<file path="src/rtl/iob_reset_sequencer_if.sv">
// Control/status bundle between the reset sequencer and its environment.
// The clock and the asynchronous reset stay plain ports on the sequencer.
interface iob_reset_sequencer_if #(
  parameter int unsigned N_STAGES = 3
);
  logic                locked_i;
  logic                sw_rst_i;
  logic [N_STAGES-1:0] rst_o;
  logic                ready_o;
  logic [1:0]          state_o;
  logic [7:0]          lock_loss_cnt_o;

  modport slave (
    input  locked_i, sw_rst_i,
    output rst_o, ready_o, state_o, lock_loss_cnt_o
  );

  modport master (
    output locked_i, sw_rst_i,
    input  rst_o, ready_o, state_o, lock_loss_cnt_o
  );
endinterface

</file>
<file path="src/rtl/iob_reset_sequencer.sv">
// Staged release of downstream domain resets once PLL/MMCM lock has been stable;
// any lock loss or software reset request re-asserts every stage at once.
module iob_reset_sequencer #(
  parameter int unsigned N_STAGES     = 3,
  parameter int unsigned LOCK_CYCLES  = 16,
  parameter int unsigned STAGE_CYCLES = 8,
  parameter int unsigned CNT_W        = 8
) (
  input  logic                    clk_i,
  input  logic                    arst_i,
  iob_reset_sequencer_if.slave    bus
);

  localparam int unsigned STG_W = (N_STAGES > 1) ? $clog2(N_STAGES) : 1;
  localparam logic [CNT_W-1:0] LOCK_LAST  = CNT_W'(LOCK_CYCLES - 1);
  localparam logic [CNT_W-1:0] STAGE_LAST = CNT_W'(STAGE_CYCLES - 1);
  localparam logic [STG_W-1:0] LAST_STAGE = STG_W'(N_STAGES - 1);

  typedef enum logic [1:0] {
    WAIT_LOCK = 2'd0,
    STABLE    = 2'd1,
    RELEASE   = 2'd2,
    RUN       = 2'd3
  } state_e;

  state_e              state_q, state_d;
  logic [CNT_W-1:0]    cnt_q, cnt_d;
  logic [STG_W-1:0]    stg_q, stg_d;
  logic [N_STAGES-1:0] rst_q, rst_d;
  logic                ready_q, ready_d;
  logic [7:0]          loss_q, loss_d;
  logic                sync1, locked_s;
  logic                abort_c;

  // Two-flop synchronizer for the asynchronous lock indication
  always_ff @(posedge clk_i or posedge arst_i) begin
    if (arst_i) begin
      sync1    <= 1'b0;
      locked_s <= 1'b0;
    end else begin
      sync1    <= bus.locked_i;
      locked_s <= sync1;
    end
  end

  assign abort_c = bus.sw_rst_i | ~locked_s;

  // State and datapath registers; rst_q asserts asynchronously
  always_ff @(posedge clk_i or posedge arst_i) begin
    if (arst_i) begin
      state_q <= WAIT_LOCK;
      cnt_q   <= '0;
      stg_q   <= '0;
      rst_q   <= '1;
      ready_q <= 1'b0;
      loss_q  <= 8'd0;
    end else begin
      state_q <= state_d;
      cnt_q   <= cnt_d;
      stg_q   <= stg_d;
      rst_q   <= rst_d;
      ready_q <= ready_d;
      loss_q  <= loss_d;
    end
  end

  // Next-state logic
  always_comb begin
    state_d = state_q;
    unique case (state_q)
      WAIT_LOCK: if (locked_s && !bus.sw_rst_i) state_d = STABLE;
      STABLE: begin
        if (abort_c)                 state_d = WAIT_LOCK;
        else if (cnt_q == LOCK_LAST) state_d = RELEASE;
      end
      RELEASE: begin
        if (abort_c)                                           state_d = WAIT_LOCK;
        else if (cnt_q == STAGE_LAST && stg_q == LAST_STAGE)   state_d = RUN;
      end
      RUN:     if (abort_c) state_d = WAIT_LOCK;
      default: state_d = WAIT_LOCK;
    endcase
  end

  // Counter, stage index, reset vector and lock-loss count next values
  always_comb begin
    cnt_d   = cnt_q;
    stg_d   = stg_q;
    rst_d   = rst_q;
    ready_d = ready_q;
    loss_d  = loss_q;
    if (state_q != WAIT_LOCK && abort_c) begin
      cnt_d   = '0;
      stg_d   = '0;
      rst_d   = '1;
      ready_d = 1'b0;
      // Only a lock drop after release has begun counts as a loss event
      if ((state_q == RELEASE || state_q == RUN) && !locked_s && loss_q != 8'hFF)
        loss_d = loss_q + 8'd1;
    end else begin
      unique case (state_q)
        WAIT_LOCK: begin
          cnt_d   = '0;
          stg_d   = '0;
          rst_d   = '1;
          ready_d = 1'b0;
        end
        STABLE: begin
          if (cnt_q == LOCK_LAST) begin
            cnt_d = '0;
            stg_d = '0;
          end else begin
            cnt_d = cnt_q + CNT_W'(1);
          end
        end
        RELEASE: begin
          if (cnt_q == STAGE_LAST) begin
            rst_d[stg_q] = 1'b0;
            cnt_d        = '0;
            stg_d        = stg_q + STG_W'(1);
            if (stg_q == LAST_STAGE) ready_d = 1'b1;
          end else begin
            cnt_d = cnt_q + CNT_W'(1);
          end
        end
        RUN: begin
          rst_d   = '0;
          ready_d = 1'b1;
        end
        default: begin
          rst_d   = '1;
          ready_d = 1'b0;
        end
      endcase
    end
  end

  assign bus.rst_o           = rst_q;
  assign bus.ready_o         = ready_q;
  assign bus.state_o         = state_q;
  assign bus.lock_loss_cnt_o = loss_q;

endmodule

</file>
<file path="src/flat_wrapper.sv">
// flat-port wrapper written by rule: the top's interface ports become plain ports
module iob_reset_sequencer_flat 
#(
  parameter int unsigned N_STAGES     = 3,
  parameter int unsigned LOCK_CYCLES  = 16,
  parameter int unsigned STAGE_CYCLES = 8,
  parameter int unsigned CNT_W        = 8
)
  (clk_i, arst_i, bus_locked_i, bus_sw_rst_i, bus_rst_o, bus_ready_o, bus_state_o, bus_lock_loss_cnt_o);
  iob_reset_sequencer_if #(.N_STAGES(N_STAGES)) bus_i ();
  input  logic clk_i;
  input  logic arst_i;
  input wire logic [$bits(bus_i.locked_i)-1:0] bus_locked_i;
  input wire logic [$bits(bus_i.sw_rst_i)-1:0] bus_sw_rst_i;
  output wire logic [$bits(bus_i.rst_o)-1:0] bus_rst_o;
  output wire logic [$bits(bus_i.ready_o)-1:0] bus_ready_o;
  output wire logic [$bits(bus_i.state_o)-1:0] bus_state_o;
  output wire logic [$bits(bus_i.lock_loss_cnt_o)-1:0] bus_lock_loss_cnt_o;
  assign bus_i.locked_i = bus_locked_i;
  assign bus_i.sw_rst_i = bus_sw_rst_i;
  assign bus_rst_o = bus_i.rst_o;
  assign bus_ready_o = bus_i.ready_o;
  assign bus_state_o = bus_i.state_o;
  assign bus_lock_loss_cnt_o = bus_i.lock_loss_cnt_o;
  iob_reset_sequencer #(.N_STAGES(N_STAGES), .LOCK_CYCLES(LOCK_CYCLES), .STAGE_CYCLES(STAGE_CYCLES), .CNT_W(CNT_W)) u_core (.clk_i(clk_i), .arst_i(arst_i), .bus(bus_i));
endmodule
</file>
<file path="config.mk">
export PLATFORM = sky130hd
export DESIGN_NAME = iob_reset_sequencer_flat
export DESIGN_NICKNAME = d
export VERILOG_FILES = /design/src/rtl/iob_reset_sequencer_if.sv /design/src/rtl/iob_reset_sequencer.sv /design/src/flat_wrapper.sv
export SDC_FILE = /design/constraint.sdc
export NUM_CORES = 1
export LEC_CHECK = 0
export ABC_AREA = 0
export BUFFER_PORTS_ARGS = -buffer_cell sky130_fd_sc_hd__buf_2
export CAP_MARGIN = 20
export CORE_ASPECT_RATIO = 1.4
export CORE_MARGIN = 2
export CORE_UTILIZATION = 61
export CTS_CLUSTER_SIZE = 40
export DETAILED_ROUTE_END_ITERATION = 6
export GPL_TIMING_DRIVEN = 1
export HOLD_SLACK_MARGIN = 0.02
export PLACE_DENSITY = 0.83
export SYNTH_ARGS = -nofsm -noshare
export SYNTH_HDL_FRONTEND = slang
export SYNTH_SLANG_ARGS = --single-unit
</file>
<file path="constraint.sdc">
create_clock -name clk_i -period 6 [get_ports clk_i]
set_clock_uncertainty 0.1 [all_clocks]
set_input_delay 1.2 -clock clk_i [delete_from_list [all_inputs] [get_ports clk_i]]
set_output_delay 1.2 -clock clk_i [all_outputs]
set_load 0.03 [all_outputs]
</file>
* Yosys cells after proc, flatten, opt, wreduce, memory -nomap -nowiden
Cells that the tools add are included.
** Word-level totals
- Register bits :: 26
- Output and inout bits :: 14
** Operators by class
- Add/sub/neg operators :: 3
- Magnitude comparators :: 2
- Equal/unequal tests :: 14
- Multiplexer cells :: 24
- Bitwise gates (word level) :: 4
- Reductions and logical operators :: 18
** Operator list (count)
- $mux W8 :: 3
- $pmux W8 S3 :: 1
- $mux W2 :: 9
- $add A8 B1 Y8 const B :: 2
- $ne A3 B1 Y1 const B :: 5
- $pmux W3 S3 :: 1
- $eq A8 B3 Y1 const B :: 1
- $eq A8 B4 Y1 const B :: 1
- $ne A8 B8 Y1 const B :: 1
- $pmux W2 S4 :: 1
- $reduce_bool A4 Y1 :: 2
- $eq A2 B2 Y1 const B :: 3
- $logic_and A1 B1 Y1 :: 6
- $mux W3 :: 2
- $pmux W2 S3 :: 1
- $reduce_and A3 Y1 :: 2
- $mux W1 :: 4
- $ne A2 B1 Y1 const B :: 2
- $reduce_and A2 Y1 :: 2
- $reduce_and A4 Y1 :: 1
- $and A3 B3 Y3 :: 1
- $lt A2 B3 Y1 const B :: 1
- $not A3 Y3 :: 1
- $pmux W1 S3 :: 1
- 10 further kinds :: 11

* Longest topological paths before layout
- Depth in word-level cells :: 9
- Mapped depth :: 7
- Depth with buffers taken out :: 6

* Least setup slack after synthesis
OpenSTA, ideal clock, no wires.
- Kind :: input-to-reg
- From :: input bus_sw_rst_i
- To :: register u_core.cnt_q[6]
- Arrival :: 2.182 ns
- Slack :: 3.597 ns
- Stages :: 5
- Buffers on the path :: 1
- Cell sequence :: and3b_1 o21a_1 clkbuf_1 o21ai_0 a22o_2
** On the way
- Word-level cells in the longest chain between the ends :: 3
- Elaborated cells between the ends (all ways) :: 4
- Those cells by class :: mux: 1; bitwise: 1; reduce/logical: 2
** RTL lines
- from (decl) :: line flat_wrapper.sv:14 : input wire logic [$bits(bus_i.sw_rst_i)-1:0] bus_sw_rst_i;
- $or A1 B1 Y1 * :: line iob_reset_sequencer.sv:46 : assign abort_c = bus.sw_rst_i | ~locked_s;
- $logic_and A1 B1 Y1 * :: line iob_reset_sequencer.sv:92 : if (state_q != WAIT_LOCK && abort_c) begin
- $reduce_bool A4 Y1 (no line) / $mux W8 (equally long branches)
- to (signal assigned) :: line iob_reset_sequencer.sv:59 : cnt_q <= cnt_d;
- to (decl) :: line iob_reset_sequencer.sv:27 : logic [CNT_W-1:0] cnt_q, cnt_d;
Every way passes the cells marked *; elsewhere a longest branch is shown, timed or not.
A chain may end at the register's enable or synchronous reset.

* Final worst setup path
- From :: input bus_sw_rst_i
- To :: register u_core.stg_q[0]
** On the way
- Word-level cells in the longest chain between the ends :: 4
- Elaborated cells between the ends (all ways) :: 7
- Those cells by class :: eq/ne: 2; mux: 1; bitwise: 1; reduce/logical: 3
** RTL lines
- $or A1 B1 Y1 * :: line iob_reset_sequencer.sv:46
- $logic_and A1 B1 Y1 * :: line iob_reset_sequencer.sv:92
- $ne A3 B1 Y1 (no line) / $reduce_bool A4 Y1 (equally long branches)
- $reduce_and A3 Y1 (no line)
- to (signal assigned) :: line iob_reset_sequencer.sv:60 : stg_q <= stg_d;
- to (decl) :: line iob_reset_sequencer.sv:28 : logic [STG_W-1:0] stg_q, stg_d;
Marks and branches as above.

==> flow_summary_export.csv <==
group,metric,value,unit
place,portBuffers,17,
power,p_leak,0.000809,uW
worst_setup_path,crit_type,"input port to flip-flop",
detailed_routing,routedWlPerCell,16.3,um
cells_and_area,area_growth,10.9,%
worst_setup_path,timing.rr.end,"u_core.cnt_q[5]",
worst_setup_path,worstPathArrival,2540,ps
cts,clock_latency,330,ps
global_route,grt_antenna_before_repair,0,
place,gp_congestion,0.855,
global_route,grt.total_usage,0.245,
run,maxCapViolCount,0,
detailed_routing,firstDrtPassIters,4,
synthesis,ys_types,41,
cells_and_area,nets,180,
cts,cts-resized-gates,0,
synthesis,ys_async_sr_fraction,1.00,
floorplan,die_x,45.9,um
synthesis,synth_warnings,0,
sta,drv_slew,0,
synthesis,synth-compound-area-share,0.215,
worst_setup_path,reg2reg_from,"u_core.cnt_q[5]",
detailed_routing,ant_nets,0,
synthesis,syn-num-nets,161,
synthesis,ys.flop_type,"dfrtp_1",
min_path,holdPathEnd,"u_core.locked_s",
synthesis,synth_top_family_by_area,"compound AO/OA/AOI/OAI gates",
sta,min_period_over_period,0.402,
sta,tns,0,ps
synthesis,yosysSeqAreaShare,0.437,
worst_setup_path,path_max_fanout,5,
cts,cts_buffers,3,
worst_setup_path,end_kind,"flip-flop",
global_route,grt_pass1_vias,1218,
cts,cts-root-buf,"clkbuf_4",
place,hpwl,2230,um
sta,setup_viol,0,
sta,worst_slew_pin_slew,733,ps
synthesis,synthTopCellsByArea,"dfrtp_1 (38%), ha_1 (7.5%), dfstp_2 (5.3%), o21ai_0 (3.7%), xor2_1 (3.5%)",
cts,htree_num_levels,1,
detailed_routing,detail_route.iter0.violations,39,
min_path,min_path_type,"flip-flop to flip-flop",
cts,postCtsHoldBufs,0,
floorplan,dieArea,2870,um2
worst_setup_path,r2r_cells,4,
detailed_routing,vias,1244,
floorplan,core_area,2360,um2
synthesis,synth_top_cell_by_area,"dfrtp_1",
worst_setup_path,start_kind,"input port",
worst_setup_path,r2r_slack,3680,ps
floorplan,dieHeight,62.6,um
sta,rsz0062_at_grt,"false",
cts,cts_tree,"built",
power,peakVddDrop,251,uV
run_status,status,"finished clean",
floorplan,start_util,0.633,
min_path,min_from,"u_core.sync1",
synthesis,synth-seq-cells,26,
synthesis,yosys.area_share.adder,0.0753,
place,post_dp_cell_area,1580,um2
global_route,grt_pass1_wl,5390,um
synthesis,syn_area,1500,um2
worst_setup_path,max_stage_delay,450,ps
synthesis,synthCells,148,
sta,max_clock_freq,0.414,GHz
synthesis,synth_top_area_frac,0.385,
cells_and_area,num_antenna_cells,0,
worst_setup_path,crit_buf_inv,1,
synthesis,post-synth-top-count-cell,"dfrtp_1",
sta,relSlewSlack,0.509,
synthesis,synthXorXnorAreaFrac,0.0410,
sta,hold_ws,278,ps
detailed_routing,vias_per_cell,6.58,
global_route,grt_max_degree,27,
place,placed_cells,184,
worst_setup_path,path_cells,"buf_2 -> and3b_1 -> o21ai_0 -> o221ai_1 -> mux2_2",
cts,clock_path_buffers,2,
sta,final.min_clock_period,2410,ps
worst_setup_path,crit_slowest_cell,"o21ai_0",
synthesis,synth-edff-count,0,
cts,clk_pin_slew,150,ps
cts,post_cts_buffers,0,
worst_setup_path,path_delay_family,"compound AO/OA/AOI/OAI gates",
cells_and_area,drive_above_1_share,0.235,
power,power_density,324,nW/um2
floorplan,num_rows,21,
synthesis,synth_common_cells,"dfrtp_1 (23), inv_1 (12), o21ai_0 (11), nor2_1 (10), ha_1 (9)",
synthesis,synth-simple-area-share,0.166,
cells_and_area,finalInstanceArea,1660,um2
min_path,holdPathStages,0,
detailed_routing,wirelength,3080,um
global_route,grt_overflow_total,0,
floorplan,ioPinCount,18,
worst_setup_path,cp.required,6120,ps
cells_and_area,fillerInstances,180,
synthesis,synth.mux.area_fraction,0.0151,
cts,cts.sinks,26,
detailed_routing,drc,0,
sta,hold_viol,0,
cells_and_area,instances_no_fill,189,
synthesis,syn_area_per_cell,10.1,um2
==> worst max-delay path by stage <==
stage                  from  slack [ps]  cells past startpoint              end
4_1_cts        bus_sw_rst_i        3600                      5  u_core.stg_q[0]
2_1_floorplan  bus_sw_rst_i        3600                      5  u_core.cnt_q[6]
6_report       bus_sw_rst_i        3590                      5  u_core.stg_q[0]
3_5_place_dp   bus_sw_rst_i        3290                      5  u_core.stg_q[0]
5_1_grt        bus_sw_rst_i        3430                      5  u_core.stg_q[0]
3_3_place_gp   bus_sw_rst_i        3350                      5  u_core.stg_q[0]
==> power by group <==
| part | switching [uW] | total [uW] | internal [uW] |
|---|---|---|---|
| clock network | 52.1 | 120 | 67.7 |
| logic | 132 | 204 | 72.2 |
| registers | 14.5 | 213 | 198 |
| total | 199 | 537 | 338 |
==> placed cells by master, fill, tap and decap left out, drive strengths merged, types with 3 or more instances in the layout <==
cell    Yosys  layout
a21o        4       4
a21oi       3       3
a22o        6       6
a41o        3       3
buf         3      18
clkbuf      1       3
dfrtp      23      23
dfstp       3       3
ha          9       9
inv        12      12
nand2       6       6
nand3       4       4
nand4       4       4
nor2       10      10
nor3        7       7
o21a        3       3
o21ai      11      11
o221ai      4       4
xor2        6       6
==> area by class of cell <==
class                   instances  area [um2]  area share
clock inverters                 1        30.0      0.0181
multi-input cells             106         766       0.462
well taps                      23        28.8      0.0173
inverters                      12        45.0      0.0271
clock buffers                   3        22.5      0.0136
flip-flops and latches         26         654       0.394
repair buffers                 18         113      0.0679
==> state kept, by name (all words and copies together) (netlist names) <==
| register | cells |
|---|---|
| u_core.bus.state_o | 2 |
| u_core.sync1 | 1 |
| u_core.bus.rst_o | 3 |
| u_core.locked_s | 1 |
| u_core.bus.ready_o | 1 |
| u_core.cnt_q | 8 |
| u_core.bus.lock_loss_cnt_o | 8 |
| u_core.stg_q | 2 |
==> metal layers <==
metal	vias up	track usage	share of wire
li1	587	-	-
met1	614	0.322	0.43
met2	36	0.387	0.52
met3	7	0.0318	0.034
met4	0	0.111	0.019
met5	-	0	0
==> stage by stage <==
| stage | setup WS (ps) | total power, uW | utilization |
|---|---|---|---|
| 6_report | 3590 | 537 | 0.702 |
| 5_1_grt | 3430 | 571 | 0.702 |
| 4_1_cts | 3600 | 532 | 0.690 |
| 3_5_place_dp | 3290 | 411 | 0.668 |
| 3_3_place_gp | 3350 | 405 | 0.668 |
| 2_1_floorplan | 3600 | 371 | - |
==> kinds of logic (layout without fill, tap and decap cells) <==
family,after synthesis,count (layout)
and+or+nand+nor,46,46
buffers and inverters,16,34
muxes,2,2
AOI/OAI and AO/OA,42,42
xor gates and xnor gates,7,7
DFF,26,26
adders and majority gates,9,9
Note: power is estimated with default switching activity, not from simulation.
